**src/rtl/multi_key_debouncer.sv**
```systemverilog
// N-channel key debouncer: 2-FF synchroniser, registered polarity compare, stable-time filter,
// one-cycle press/release strobes. Auto-repeat is built only when MULTI_KEY_DEBOUNCER_AUTOREPEAT_EN is defined.
module multi_key_debouncer #(
    parameter int CHANNELS             = 4,
    parameter int CLK_FREQ_MHZ         = 150,
    parameter int GLITCH_TIME_NS       = 10,
    parameter int ACTIVE_LOW           = 1,
    parameter int REPEAT_DELAY_CYCLES  = 1000,
    parameter int REPEAT_PERIOD_CYCLES = 250
) (
    input  logic                clk_i,
    input  logic                rst_ni,
    input  logic [CHANNELS-1:0] key_i,
    output logic [CHANNELS-1:0] key_state_o,
    output logic [CHANNELS-1:0] key_pressed_stb_o,
    output logic [CHANNELS-1:0] key_released_stb_o,
    output logic [CHANNELS-1:0] key_repeat_stb_o
);

    localparam int LIMIT_RAW = (CLK_FREQ_MHZ * GLITCH_TIME_NS + 999) / 1000;
    localparam int LIMIT     = (LIMIT_RAW < 1) ? 1 : LIMIT_RAW;
    localparam int CNT_W     = $clog2(LIMIT + 1);
    localparam logic [CNT_W-1:0] CNT_MAX = CNT_W'(LIMIT - 1);
    // Pin level of a released key; the synchroniser resets to it so reset release is silent.
    localparam logic IDLE_LVL = (ACTIVE_LOW != 0);

`ifdef MULTI_KEY_DEBOUNCER_AUTOREPEAT_EN
    localparam int RMAX = (REPEAT_DELAY_CYCLES > REPEAT_PERIOD_CYCLES) ?
                          REPEAT_DELAY_CYCLES : REPEAT_PERIOD_CYCLES;
    localparam int RW   = $clog2(RMAX + 1);
    localparam logic [RW-1:0] DELAY_MAX  = RW'(REPEAT_DELAY_CYCLES - 1);
    localparam logic [RW-1:0] PERIOD_MAX = RW'(REPEAT_PERIOD_CYCLES - 1);

    typedef enum logic [1:0] {
        R_IDLE   = 2'd0,
        R_DELAY  = 2'd1,
        R_REPEAT = 2'd2
    } rep_state_e;
`endif

    genvar gi;
    generate
        for (gi = 0; gi < CHANNELS; gi++) begin : g_ch
            logic             sync1_q, sync2_q, raw_q;
            logic [CNT_W-1:0] cnt_q, cnt_d;
            logic             state_q, state_d;
            logic             press_q, press_d;
            logic             rel_q, rel_d;

            always_comb begin
                cnt_d   = cnt_q;
                state_d = state_q;
                press_d = 1'b0;
                rel_d   = 1'b0;
                if (raw_q == state_q) begin
                    cnt_d = '0;
                end else if (cnt_q == CNT_MAX) begin
                    state_d = raw_q;
                    cnt_d   = '0;
                    press_d = raw_q;
                    rel_d   = ~raw_q;
                end else begin
                    cnt_d = cnt_q + 1'b1;
                end
            end

            always_ff @(posedge clk_i or negedge rst_ni) begin
                if (!rst_ni) begin
                    sync1_q <= IDLE_LVL;
                    sync2_q <= IDLE_LVL;
                    raw_q   <= 1'b0;
                    cnt_q   <= '0;
                    state_q <= 1'b0;
                    press_q <= 1'b0;
                    rel_q   <= 1'b0;
                end else begin
                    sync1_q <= key_i[gi];
                    sync2_q <= sync1_q;
                    raw_q   <= (sync2_q != IDLE_LVL);
                    cnt_q   <= cnt_d;
                    state_q <= state_d;
                    press_q <= press_d;
                    rel_q   <= rel_d;
                end
            end

            assign key_state_o[gi]        = state_q;
            assign key_pressed_stb_o[gi]  = press_q;
            assign key_released_stb_o[gi] = rel_q;

`ifdef MULTI_KEY_DEBOUNCER_AUTOREPEAT_EN
            rep_state_e    rstate_q, rstate_d;
            logic [RW-1:0] rcnt_q, rcnt_d;
            logic          rep_q, rep_d;

            // Driven by the same-edge press/release events so the FSM lines up with the strobes.
            always_comb begin
                rstate_d = rstate_q;
                rcnt_d   = rcnt_q;
                rep_d    = 1'b0;
                case (rstate_q)
                    R_IDLE: begin
                        if (press_d) begin
                            rstate_d = R_DELAY;
                            rcnt_d   = '0;
                        end
                    end
                    R_DELAY: begin
                        if (rel_d) begin
                            rstate_d = R_IDLE;
                            rcnt_d   = '0;
                        end else if (rcnt_q == DELAY_MAX) begin
                            rstate_d = R_REPEAT;
                            rcnt_d   = '0;
                            rep_d    = 1'b1;
                        end else begin
                            rcnt_d = rcnt_q + 1'b1;
                        end
                    end
                    R_REPEAT: begin
                        if (rel_d) begin
                            rstate_d = R_IDLE;
                            rcnt_d   = '0;
                        end else if (rcnt_q == PERIOD_MAX) begin
                            rcnt_d = '0;
                            rep_d  = 1'b1;
                        end else begin
                            rcnt_d = rcnt_q + 1'b1;
                        end
                    end
                    default: begin
                        rstate_d = R_IDLE;
                        rcnt_d   = '0;
                    end
                endcase
            end

            always_ff @(posedge clk_i or negedge rst_ni) begin
                if (!rst_ni) begin
                    rstate_q <= R_IDLE;
                    rcnt_q   <= '0;
                    rep_q    <= 1'b0;
                end else begin
                    rstate_q <= rstate_d;
                    rcnt_q   <= rcnt_d;
                    rep_q    <= rep_d;
                end
            end

            assign key_repeat_stb_o[gi] = rep_q;
`else
            assign key_repeat_stb_o[gi] = 1'b0;
`endif
        end
    endgenerate

endmodule

```
**config.mk**
```make
export PLATFORM = sky130hd
export DESIGN_NAME = multi_key_debouncer
export DESIGN_NICKNAME = d
export VERILOG_FILES = /design/src/rtl/multi_key_debouncer.sv
export SDC_FILE = /design/constraint.sdc
export NUM_CORES = 1
export LEC_CHECK = 0
export CORE_MARGIN = 2
export CORE_UTILIZATION = 50
export CTS_CLUSTER_DIAMETER = 30
export DETAILED_ROUTE_END_ITERATION = 10
export PLACE_DENSITY_LB_ADDON = 0.15
export SYNTH_ARGS = -nofsm -noshare
export SYNTH_HDL_FRONTEND = slang
export SYNTH_SLANG_ARGS = --single-unit
```
**constraint.sdc**
```tcl
create_clock -name clk_i -period 1.1 [get_ports clk_i]
set_input_delay 0.165 -clock clk_i [delete_from_list [all_inputs] [get_ports clk_i]]
set_output_delay 0.165 -clock clk_i [all_outputs]
set_load 0.01 [all_outputs]
```
==> flow_metrics.env, run 1 <==
export IMPL_status="finished, final reports clean"
export IMPL_placed_cell_area_sq_mm=0.00139
export IMPL_rows=18
export IMPL_drt_iter0_markers=3
export IMPL_syn_area_sq_mm=0.00124
export IMPL_fin_skew_ns=0.00281
export IMPL_fin_crit_sh_pct=90.3
export IMPL_r2r_end="g_ch[1].state_q"
export IMPL_postCtsSetupBuffers=0
export IMPL_diodes=0
export IMPL_synth_simple_area_share_pct=16.1
export IMPL_clkTransAtPathRegs_ns=0.09
export IMPL_worstSetupStartpointType="flop"
export IMPL_wl_microns=1370
export IMPL_rrSetupSlack_ns=0.11
export IMPL_io_pins=22
export IMPL_cts_root_buffer="clkbuf_4"
export IMPL_endpoint_kind="output pin"
export IMPL_powerDensity_mw_per_mm2=2260
export IMPL_routabilityCongestion=0.670
export IMPL_slew_violations=0
export IMPL_grt_first_pass_wirelength_microns=2350
export IMPL_rsz0062_at_grt="false"
export IMPL_globalRouteTotalUtil_pct=12.6
export IMPL_setup_viol=0
export IMPL_initial_core_util_pct=51.7
export IMPL_io_buffers=17
export IMPL_nFillCells=202
export IMPL_fin_util_pct=57.8
export IMPL_detailed_place_hpwl_microns=910
export IMPL_cp_cell_sequence="buf_2"
export IMPL_drc=0
export IMPL_synth_top_family_by_area="simple AND/OR/NAND/NOR gates"
export IMPL_synth_compound_area_share_pct=0
export IMPL_synthCells=81
export IMPL_wire_per_inst_microns=10.7
export IMPL_cp_max_fo=2
export IMPL_grt_max_degree=33
export IMPL_clockBufferDepth=2
export IMPL_slowest_delay_ns=0.38
export IMPL_area_growth_pct=11.9
export IMPL_dr_pass1_iters=4
export IMPL_dp_cells=120
export IMPL_r2r_start="g_ch[1].cnt_q[0]"
export IMPL_ys_warn_count=0
export IMPL_layout_common_cells="dfrtp_1 (24), and3b_2 (8), dfstp_2 (8), clkbuf_2 (8)"
export IMPL_fin_cells=128
export IMPL_antenna_found_initial=0
export IMPL_die_h_microns=53.9
export IMPL_synth_adder_area_share_pct=0
export IMPL_drt_vias_per_instance=4.36
export IMPL_fin_setup_tns_ns=0
export IMPL_synth_seq_cells=32
export IMPL_ys_seq_area_share_pct=65.1
export IMPL_die_width_microns=53.9
export IMPL_vias=558
export IMPL_crit_type="reg2out"
export IMPL_path_buf_inv=1
export IMPL_fmax_ghz=1.01
export IMPL_synth_distinct_cells=11
export IMPL_ant_nets=0
export IMPL_cp_required_ns=0.94
export IMPL_design_area_sq_mm=0.00139
export IMPL_cts_buffers=5
export IMPL_maxCapViolations=0
export IMPL_synth_xor_area_share_pct=2.81
export IMPL_fin_nets=103
export IMPL_critPathArrivalTime_ns=0.83
export IMPL_reg2reg_depth=2
export IMPL_hold_buffers=0
export IMPL_final_common_cell="dfrtp_1"
export IMPL_insertion_delay_ns=0.31
export IMPL_hp_class="in2async"
export IMPL_drive_gt1_share_pct=52.0
export IMPL_p_leak_uw=0.000700
export IMPL_gr_total_overflow=0
export IMPL_h_tree_depth=2
export IMPL_critPathSlowestCell="dfrtp_1"
export IMPL_cts_sinks=32
export IMPL_grt_pass1_vias=551
export IMPL_min_period_ns=0.993
export IMPL_coreArea_sq_mm=0.00241
export IMPL_finalHoldViolations=0
export IMPL_irDropWorstVdd_v=0.00135
export IMPL_die_area_sq_mm=0.00291
export IMPL_cts_tree="done"
export IMPL_synthMuxAreaShare_pct=4.82
export IMPL_crit_family="flip-flops"
export IMPL_synth_avg_cell_area_sq_um=15.4
[worst max path at each step]
stage                           from               to  cells past startpoint
detailed placement   g_ch[3].state_q   key_state_o[3]                      1
floorplan           g_ch[0].cnt_q[0]  g_ch[0].state_q                      2
global placement     g_ch[0].state_q   key_state_o[0]                      1
CTS                  g_ch[2].state_q   key_state_o[2]                      1
global route         g_ch[0].state_q   key_state_o[0]                      1
finish               g_ch[3].state_q   key_state_o[3]                      1
[layer usage]
metal | up-vias | GRT usage, % | share of wire [%]
met3 | 2 | 7.78 | 7.9
met1 | 270 | 13.7 | 43
met5 | - | 0 | 0
met4 | 0 | 8.97 | 1.2
met2 | 16 | 17.9 | 48
li1 | 270 | - | -
[synthesized netlist by cell type, drive strengths merged]
| cell type | n | area [sq um] |
|---|---|---|
| and3b | 8 | 80.1 |
| buf | 16 | 120 |
| conb | 1 | 3.75 |
| dfrtp | 24 | 601 |
| dfstp | 8 | 210 |
| inv | 4 | 15.0 |
| mux2 | 4 | 60.1 |
| nor2 | 4 | 15.0 |
| nor2b | 4 | 55.1 |
| nor3b | 4 | 50.1 |
| xnor2 | 4 | 35.0 |
[stage by stage]
| step | setup WS [ns] | hold slack (ns) | power (uW) |
|---|---|---|---|
| 2_1_floorplan | 0.175 | -0.131 | 2350 |
| 3_3_place_gp | 0.0866 | 0.345 | 2630 |
| 3_5_place_dp | 0.0782 | 0.347 | 2660 |
| 4_1_cts | 0.000771 | 0.199 | 3270 |
| 5_1_grt | 0.0383 | 0.187 | 3380 |
| 6_report | 0.107 | 0.207 | 3150 |
[kinds of logic after synthesis]
group                     Yosys count
other                               1
and+or+nand+nor                    20
DFF                                32
xor gates and xnor gates            4
buffers and inverters              20
muxes                               4
[registers in the layout, indices dropped and copies added, names as in the netlist]
register and cells:
g_ch.state_q 4, g_ch.press_q 4, g_ch.sync2_q 4, g_ch.cnt_q 8, g_ch.raw_q 4, g_ch.sync1_q 4, g_ch.rel_q 4
[layout make-up]
cell class	count	area, sq um	area share [%]
clock buffers	8	58.8	4.22
inverters	4	15.0	1.08
multi-input cells	32	310	22.3
flip-flops and latches	32	811	58.2
well taps	30	37.5	2.70
repair buffers	22	160	11.5
[report_power, final]
part | internal, uW | total [uW] | switching [uW]
Clock | 315 | 655 | 340
Combinational | 561 | 953 | 392
Sequential | 1410 | 1540 | 123
[what timing repair did]
item / in CTS / in global routing
endpoints found under the setup margin: 12 / 11
resized for setup: 29 / 11
hold endpoints to repair: 0 / 0
(Power assumes the default switching activity.)
==> run 2: changes to the inputs <==
Settings changed: MAX_ROUTING_LAYER set to met4.
==> flow_metrics.env, run 2 (same netlist as run 1, synthesis figures left out) <==
export IMPL_status="finished, final reports clean"
export IMPL_ant_nets=0
export IMPL_dr_pass1_iters=4
export IMPL_grt_pass1_vias=553
export IMPL_cts_root_buffer="clkbuf_4"
export IMPL_diodes=0
export IMPL_cts_buffers=5
export IMPL_final_common_cell="dfrtp_1"
export IMPL_irDropWorstVdd_v=0.00135
export IMPL_reg2reg_depth=2
export IMPL_grt_first_pass_wirelength_microns=2350
export IMPL_min_period_ns=0.995
export IMPL_insertion_delay_ns=0.31
export IMPL_endpoint_kind="output pin"
export IMPL_finalHoldViolations=0
export IMPL_path_buf_inv=1
export IMPL_maxCapViolations=0
export IMPL_combPwrFrac_pct=30.3
export IMPL_coreArea_sq_mm=0.00241
export IMPL_powerDensity_mw_per_mm2=2260
export IMPL_cts_sinks=32
export IMPL_rsz0062_at_grt="false"
export IMPL_setup_viol=0
export IMPL_crit_family="flip-flops"
export IMPL_p_leak_uw=0.000700
export IMPL_fin_util_pct=57.8
export IMPL_wire_per_inst_microns=10.7
export IMPL_startpoint="g_ch[3].state_q"
export IMPL_wl_microns=1370
export IMPL_globalRouteTotalUtil_pct=13.0
export IMPL_routabilityCongestion=0.677
export IMPL_cp_max_fo=2
export IMPL_p_int_uw=2290
export IMPL_cts_tree="done"
export IMPL_hp_class="in2async"
export IMPL_drive_gt1_share_pct=52.0
export IMPL_die_h_microns=53.9
export IMPL_io_buffers=17
export IMPL_fin_setup_tns_ns=0
export IMPL_r2r_end="g_ch[1].state_q"
export IMPL_gr_total_overflow=0
export IMPL_fin_skew_ns=0.00301
export IMPL_rows=18
export IMPL_r2r_start="g_ch[1].cnt_q[0]"
export IMPL_critPathSlowestCell="dfrtp_1"
export IMPL_pwr_share_seq_pct=48.9
export IMPL_antenna_found_initial=0
export IMPL_die_width_microns=53.9
export IMPL_hold_buffers=0
export IMPL_slowest_delay_ns=0.38
export IMPL_p_clk_share_pct=20.9
export IMPL_largest_register_ffs=8
export IMPL_grt_max_degree=33
export IMPL_top_register="g_ch.cnt_q"
export IMPL_vias=559
export IMPL_detailed_place_hpwl_microns=910
export IMPL_worstSetupStartpointType="flop"
export IMPL_fin_crit_sh_pct=90.5
export IMPL_io_pins=22
export IMPL_clockBufferDepth=2
export IMPL_fin_nets=103
export IMPL_drt_iter0_markers=3
export IMPL_drt_vias_per_instance=4.37
export IMPL_swShare_pct=27.2
export IMPL_die_area_sq_mm=0.00291
export IMPL_layout_common_cells="dfrtp_1 (24), and3b_2 (8), dfstp_2 (8), clkbuf_2 (8)"
export IMPL_drc=0
export IMPL_initial_core_util_pct=51.7
export IMPL_fmax_ghz=1.00
export IMPL_h_tree_depth=2
export IMPL_area_growth_pct=11.9
export IMPL_cp_cell_sequence="buf_2"
export IMPL_crit_type="reg2out"
export IMPL_cp_required_ns=0.94
export IMPL_rrSetupSlack_ns=0.11
export IMPL_power_switching_uw=856
export IMPL_slew_violations=0
export IMPL_critPathArrivalTime_ns=0.83
export IMPL_clkTransAtPathRegs_ns=0.09
-- run 2: cell counts in the layout (fill, tap and decap cells not counted) --
No cell type changed its count.
-- run 2: per-stage QoR --
step           area [sq um]  worst slack (ns)  std cells  hold slack, ns  power [uW]
6_report               1390             0.105        128           0.206        3150
5_1_grt                1390            0.0383        128           0.187        3380
4_1_cts                1450          0.000771        128           0.199        3270
3_5_place_dp           1390            0.0782        120           0.347        2660
3_3_place_gp           1390            0.0866        120           0.345        2630
2_1_floorplan          1260             0.175         84          -0.131        2350
-- run 2: worst register-to-register path, delay by kind of cell (launching register included) --
| family | cells | cell delay, ns |
|---|---|---|
| DFF | 1 | 0.40 |
| muxes | 1 | 0.30 |
| and+or+nand+nor | 1 | 0.18 |
-- run 2: power by group through the flow --
stage | Combinational [uW] | Sequential, uW | Clock (uW)
2_1_floorplan | 768 | 1590 | 0
3_3_place_gp | 1080 | 1550 | 0
3_5_place_dp | 1090 | 1570 | 0
4_1_cts | 1040 | 1540 | 692
5_1_grt | 1060 | 1570 | 754
6_report | 953 | 1540 | 657
-- run 2: worst max path at each step --
stage | endpoint | slack (ns) | cells after the start
2_1_floorplan | g_ch[0].state_q | 0.17 | 2
6_report | key_state_o[3] | 0.10 | 1
3_5_place_dp | key_state_o[3] | 0.08 | 1
4_1_cts | key_state_o[2] | 0.0008 | 1
5_1_grt | key_state_o[0] | 0.04 | 1
3_3_place_gp | key_state_o[0] | 0.09 | 1
-- run 2: final cells by class --
| type | instances | area [sq um] |
|---|---|---|
| clock buffers | 8 | 58.8 |
| repair buffers | 22 | 160 |
| flip-flops and latches | 32 | 811 |
| fillers | 202 | 1020 |
| multi-input cells | 32 | 310 |
| well taps | 30 | 37.5 |
| inverters | 4 | 15.0 |
-- run 2: layer usage --
metal	vias to the layer above	GRT usage (%)	share of wire, %
met1	270	13.7	42
li1	270	-	-
met2	17	17.9	48
met5	-	-	0
met3	2	7.78	8.9
met4	0	8.97	1.3
-- run 2: what timing repair did --
item,in CTS,in global routing
gates resized for setup,29,11
buffers inserted,0,0
endpoints found under the setup margin,12,11
==> run 3: changes to the inputs <==
Settings changed: CORE_UTILIZATION 50 to 54.
Clock period 1.1 ns to 1.17 ns, I/O delays scaled along.
==> flow_metrics.env, run 3 (same netlist as run 1, synthesis figures left out) <==
export IMPL_drt_iter0_markers=5
export IMPL_cp_cell_sequence="dlygate4sd2_1"
export IMPL_critPathArrivalTime_ns=0.94
export IMPL_worst_slack_ns=0.0534
export IMPL_insertion_delay_ns=0.31
export IMPL_hold_buffers=0
export IMPL_p_leak_uw=0.000728
export IMPL_powerDensity_mw_per_mm2=2110
export IMPL_final_common_cell="dfrtp_1"
export IMPL_grt_max_degree=33
export IMPL_dp_cells=118
export IMPL_clockBufferDepth=2
export IMPL_fin_crit_sh_pct=95.4
export IMPL_die_area_sq_mm=0.00271
export IMPL_wire_per_inst_microns=11.0
export IMPL_cts_root_buffer="clkbuf_4"
export IMPL_min_period_ns=1.12
export IMPL_drive_gt1_share_pct=41.0
export IMPL_layout_common_cells="dfrtp_1 (24), and3b_2 (8), dfstp_2 (8)"
export IMPL_drc=0
export IMPL_clkTransAtPathRegs_ns=0.09
export IMPL_antenna_found_initial=0
export IMPL_finalHoldViolations=0
export IMPL_diodes=0
export IMPL_slew_violations=0
export IMPL_top_register="g_ch.cnt_q"
export IMPL_crit_family="flip-flops"
export IMPL_cts_tree="done"
export IMPL_endpoint_kind="output pin"
export IMPL_die_h_microns=52.0
export IMPL_cp_max_fo=1
export IMPL_setup_viol=0
export IMPL_cp_required_ns=0.99
export IMPL_reg2reg_depth=4
export IMPL_hp_class="in2async"
export IMPL_h_tree_depth=2
export IMPL_maxCapViolations=0
export IMPL_fin_cells=128
export IMPL_place_ws_ns=0.129
export IMPL_rows=17
export IMPL_fin_util_pct=66.6
export IMPL_fin_skew_ns=0.00312
export IMPL_grt_pass1_vias=591
export IMPL_dr_pass1_iters=4
export IMPL_fin_nets=105
export IMPL_critPathSlowestCell="dfrtp_1"
export IMPL_initial_core_util_pct=56.8
export IMPL_irDropWorstVdd_v=0.00113
export IMPL_slowest_delay_ns=0.36
export IMPL_rsz0062_at_grt="false"
export IMPL_routabilityCongestion=0.617
export IMPL_cts_buffers=5
export IMPL_largest_register_ffs=8
export IMPL_wl_microns=1410
export IMPL_die_width_microns=52.0
export IMPL_cts_sinks=32
export IMPL_drt_vias_per_instance=4.52
export IMPL_ant_nets=0
export IMPL_grt_first_pass_wirelength_microns=2480
export IMPL_area_growth_pct=17.2
export IMPL_io_buffers=17
export IMPL_detailed_place_hpwl_microns=973
export IMPL_fmax_ghz=0.896
export IMPL_status="finished, final reports clean"
export IMPL_vias=578
export IMPL_coreArea_sq_mm=0.00219
export IMPL_crit_type="reg2out"
export IMPL_fin_setup_tns_ns=0
export IMPL_path_buf_inv=1
export IMPL_globalRouteTotalUtil_pct=13.8
export IMPL_gr_total_overflow=0
export IMPL_worstSetupStartpointType="flop"
export IMPL_io_pins=22
export IMPL_worst_path_stages=1
run 3: changes by cell type in the layout (fill, tap and decap cells not counted):
cell	before	now
dlygate4sd2_1	0	5
buf_2	4	0
clkbuf_2	8	0
clkdlybuf4s15_1	0	7
buf_4	4	6
run 3: path summary, 6_finish.rpt:
kind	start	to	slack [ns]
min in group clk_i	key_i[2]	g_ch[2].sync1_q	0.27
max	g_ch[2].press_q	key_pressed_stb_o[2]	0.05
max reg2reg	g_ch[3].state_q	g_ch[3].cnt_q[1]	0.10
min reg2reg	g_ch[1].sync1_q	g_ch[1].sync2_q	0.36
min	rst_ni	g_ch[2].cnt_q[1]	0.23
max in group asynchronous	rst_ni	g_ch[0].sync2_q	0.71
run 3: final cells by class:
cell class,count,area (sq um)
inverter,4,15.0
sequential,32,811
clock buffer,8,58.8
fill,172,732
multi-input combinational,32,310
tap,28,35.0
timing repair buffer,24,229
run 3: timing repair:
item	CTS	global route
resized for setup	13	6
buffers inserted	0	2
setup endpoints to repair	12	6
run 3: metrics by stage:
step	cell area (sq um)	hold slack [ns]	total power (uW)
after floorplan	1260	-0.120	2210
after global placement	1390	0.346	2480
after detailed placement	1390	0.347	2520
after CTS	1440	0.220	3060
after global routing	1460	0.228	3290
final	1460	0.230	3080
run 3: where the power goes:
part	total (uW)	switching (uW)	internal, uW
clock network	614	318	296
registers	1450	121	1330
logic	1010	390	623
run 3: routing by layer:
| metal | global-route usage, % | vias to the layer above | share of wire (%) |
|---|---|---|---|
| li1 | - | 271 | - |
| met2 | 20.3 | 14 | 51 |
| met3 | 5.17 | 2 | 4.7 |
| met1 | 15.1 | 291 | 43 |
| met4 | 10.5 | 0 | 0.57 |
| met5 | - | - | 0 |
==> patch, RTL diff (config.mk and constraints of run 3) <==
Add a define of `MULTI_KEY_DEBOUNCER_AUTOREPEAT_EN`.
--- a/src/rtl/multi_key_debouncer.sv
+++ b/src/rtl/multi_key_debouncer.sv
@@ -1,4 +1,6 @@
 // N-channel key debouncer: 2-FF synchroniser, registered polarity compare, stable-time filter,
 // one-cycle press/release strobes. Auto-repeat is built only when MULTI_KEY_DEBOUNCER_AUTOREPEAT_EN is defined.
+`define MULTI_KEY_DEBOUNCER_AUTOREPEAT_EN
+
 module multi_key_debouncer #(
     parameter int CHANNELS             = 4,
Behaviour: no difference found for any inputs over 10 cycles, from zero or initial values and one cycle with rst_ni low; that may be too few to reach the edited logic, so the function may still have changed.
==> patch against run 3 <==
The run now ends with negative setup slack left. Worst hold slack worse by 0.029 ns. Critical endpoint is now g_ch[2].rcnt_q[5]$_DFFE_PN0P_. Clock skew rose by 0.0056 ns. Setup slack worse by 0.82 ns. First-iteration DRC count rose to 46 times the old value. Via count increased to 7.5 times the old value. Combinational power rose to 6.5 times the old value. Global-route usage is 17 points higher. Sequential cell count rose by 52. Total power rose to 4.0 times the old value. Sequential share of layout area shrank 24 points. Cell count rose to 5.7 times the old value. Routed wire length rose to 10 times the old value. Final area rose to 4.7 times the old value. Synthesized area rose to 3.5 times the old value. Critical path type is now reg2reg.
==> patch: results (changes against run 3) <==
| Metric | Value |
|---|---|
| DR vias/cell | `5.98 (+33%)` |
| Failing checks | `negative setup slack` |
| Largest net degree at the start of global routing | `85 (+160%)` |
| Synthesized Nets | `468` |
| R2r worst-path depth | `8 (+4)` |
| Final WS setup | `-0.767 ns (-0.820 ns)` |
| Pleak | `3.14 nW (+330%)` |
| Clock Tree Root | `clkbuf_8` |
| Maximum VDD drop | `1.40 mV (+25%)` |
| Nets | `645 (+510%)` |
| Gp weighted congestion | `0.936 (+52%)` |
| PortBufs | `21 (+4)` |
| CP peak stage delay | `0.41 ns (+0.05 ns)` |
| Worst setup path category | `reg2reg` |
| Outcome | `complete, but fails checks` |
| Drt pass-1 iters | `5 (+1)` |
| Synth Warn # | `0 (unchanged)` |
| GRT Util Overall | `30.9% (+17 points)` |
| Worst r2r src | `g_ch[2].rcnt_q[1]$_DFFE_PN0P_` |
| Layout fillers | `358 (+110%)` |
| Synth cell types | `63 (+52)` |
| Post-DP HPWL | `7190 um (+640%)` |
| Worst Hold Class | `in2reg` |
| Crit-path leading delay family | `compound AO/OA/AOI/OAI gates` |
| CP startpoint | `g_ch[2].rcnt_q[1]$_DFFE_PN0P_` |
| Final Skew | `0.00872 ns (+0.00560 ns)` |
| Register area share after synthesis | `47.9% (-17 points)` |
| DRT iter0 DRCs | `229 (+224)` |
| CTS HTree Levels | `3 (+1)` |
| Worst r2r dst | `g_ch[2].rcnt_q[5]$_DFFE_PN0P_` |
| Vias in the first global route | `4302 (+630%)` |
| Post-synth top cells | `dfrtp_1, nand2_1, o21ai_0` |
| First-pass GRT wire length | `20600 um (+730%)` |
| Final setup viols | `61 (+61)` |
| Clk_lat worst skew | `0.38 ns (+0.07 ns)` |
| Cts bufs inserted | `9 (+4)` |
| Routed wire per std cell | `20.3 um (+85%)` |
| Share of cells above drive strength 1 | `52.2% (+11 points)` |
## patch: layout make-up
cell class	instances	area share, %
inverter	29	1.68
clock inverter	3	0.589
sequential	84	31.1
timing repair buffer	188	23.4
clock buffer	12	1.99
multi-input combinational	307	39.3
tap	102	1.88
## patch: logic make-up (layout without fill, tap and decap cells)
group	count (synthesis)	count (layout)	share of synthesized area, %
AND/OR/NAND/NOR	170	170	20.8
AO/OA/AOI/OAI	103	103	16.3
flip-flops	84	84	47.9
buffers and inverters	51	232	6.02
adder cells (fa/ha/maj)	20	20	5.68
multiplexers	10	10	2.41
XOR/XNOR	4	4	0.795
## patch: worst min-delay path by stage
stage,from,slack (ns),to,cells after the start
3_3_place_gp,rst_ni,0.24,g_ch[2].rcnt_q[9]$_DFFE_PN0P_,2
3_5_place_dp,rst_ni,0.25,g_ch[2].rcnt_q[9]$_DFFE_PN0P_,2
6_report,key_i[1],0.20,g_ch[1].sync1_q$_DFF_PN1_,1
2_1_floorplan,rst_ni,-0.12,g_ch[0].cnt_q[0]$_DFF_PN0_,0
5_1_grt,key_i[3],0.20,g_ch[3].sync1_q$_DFF_PN1_,1
4_1_cts,key_i[1],0.21,g_ch[1].sync1_q$_DFF_PN1_,1
## patch: through the flow
stage               cells  setup WS [ns]  total power [mW]  util [%]  TNS, ns
floorplan             442         -0.630              6.27         -   -20.94
global placement      675         -0.703              8.10      72.7   -26.71
detailed placement    675         -0.746              8.27      72.7   -29.53
CTS                   716         -0.659              11.3      83.2   -26.51
global route          725         -0.786              12.8      87.0   -33.54
finish                725         -0.767              12.3      87.0   -30.52
## patch: layer usage
metal / up-vias / wire length [um] / track usage [%]
met4: 0 / 745 / 14.1
met1: 2134 / 5820 / 36.3
met3: 74 / 680 / 4.15
met5: - / 0 / -
met2: 205 / 7460 / 53.0
li1: 1925 / - / -
## patch: power breakdown
part	switching, mW	internal (mW)	total (mW)
clock	1.13	0.974	2.10
combinational	3.34	3.25	6.59
sequential	0.299	3.29	3.59
total	4.77	7.52	12.3
## patch: repair_timing
action / 4_1_cts / 5_1_grt
pin swaps: 44 / 23
buffers inserted: 28 / 13
hold buffers: 1 / 0
endpoints found under the setup margin: 71 / 64
endpoints found under the hold margin: 76 / 0
resized for setup: 152 / 66
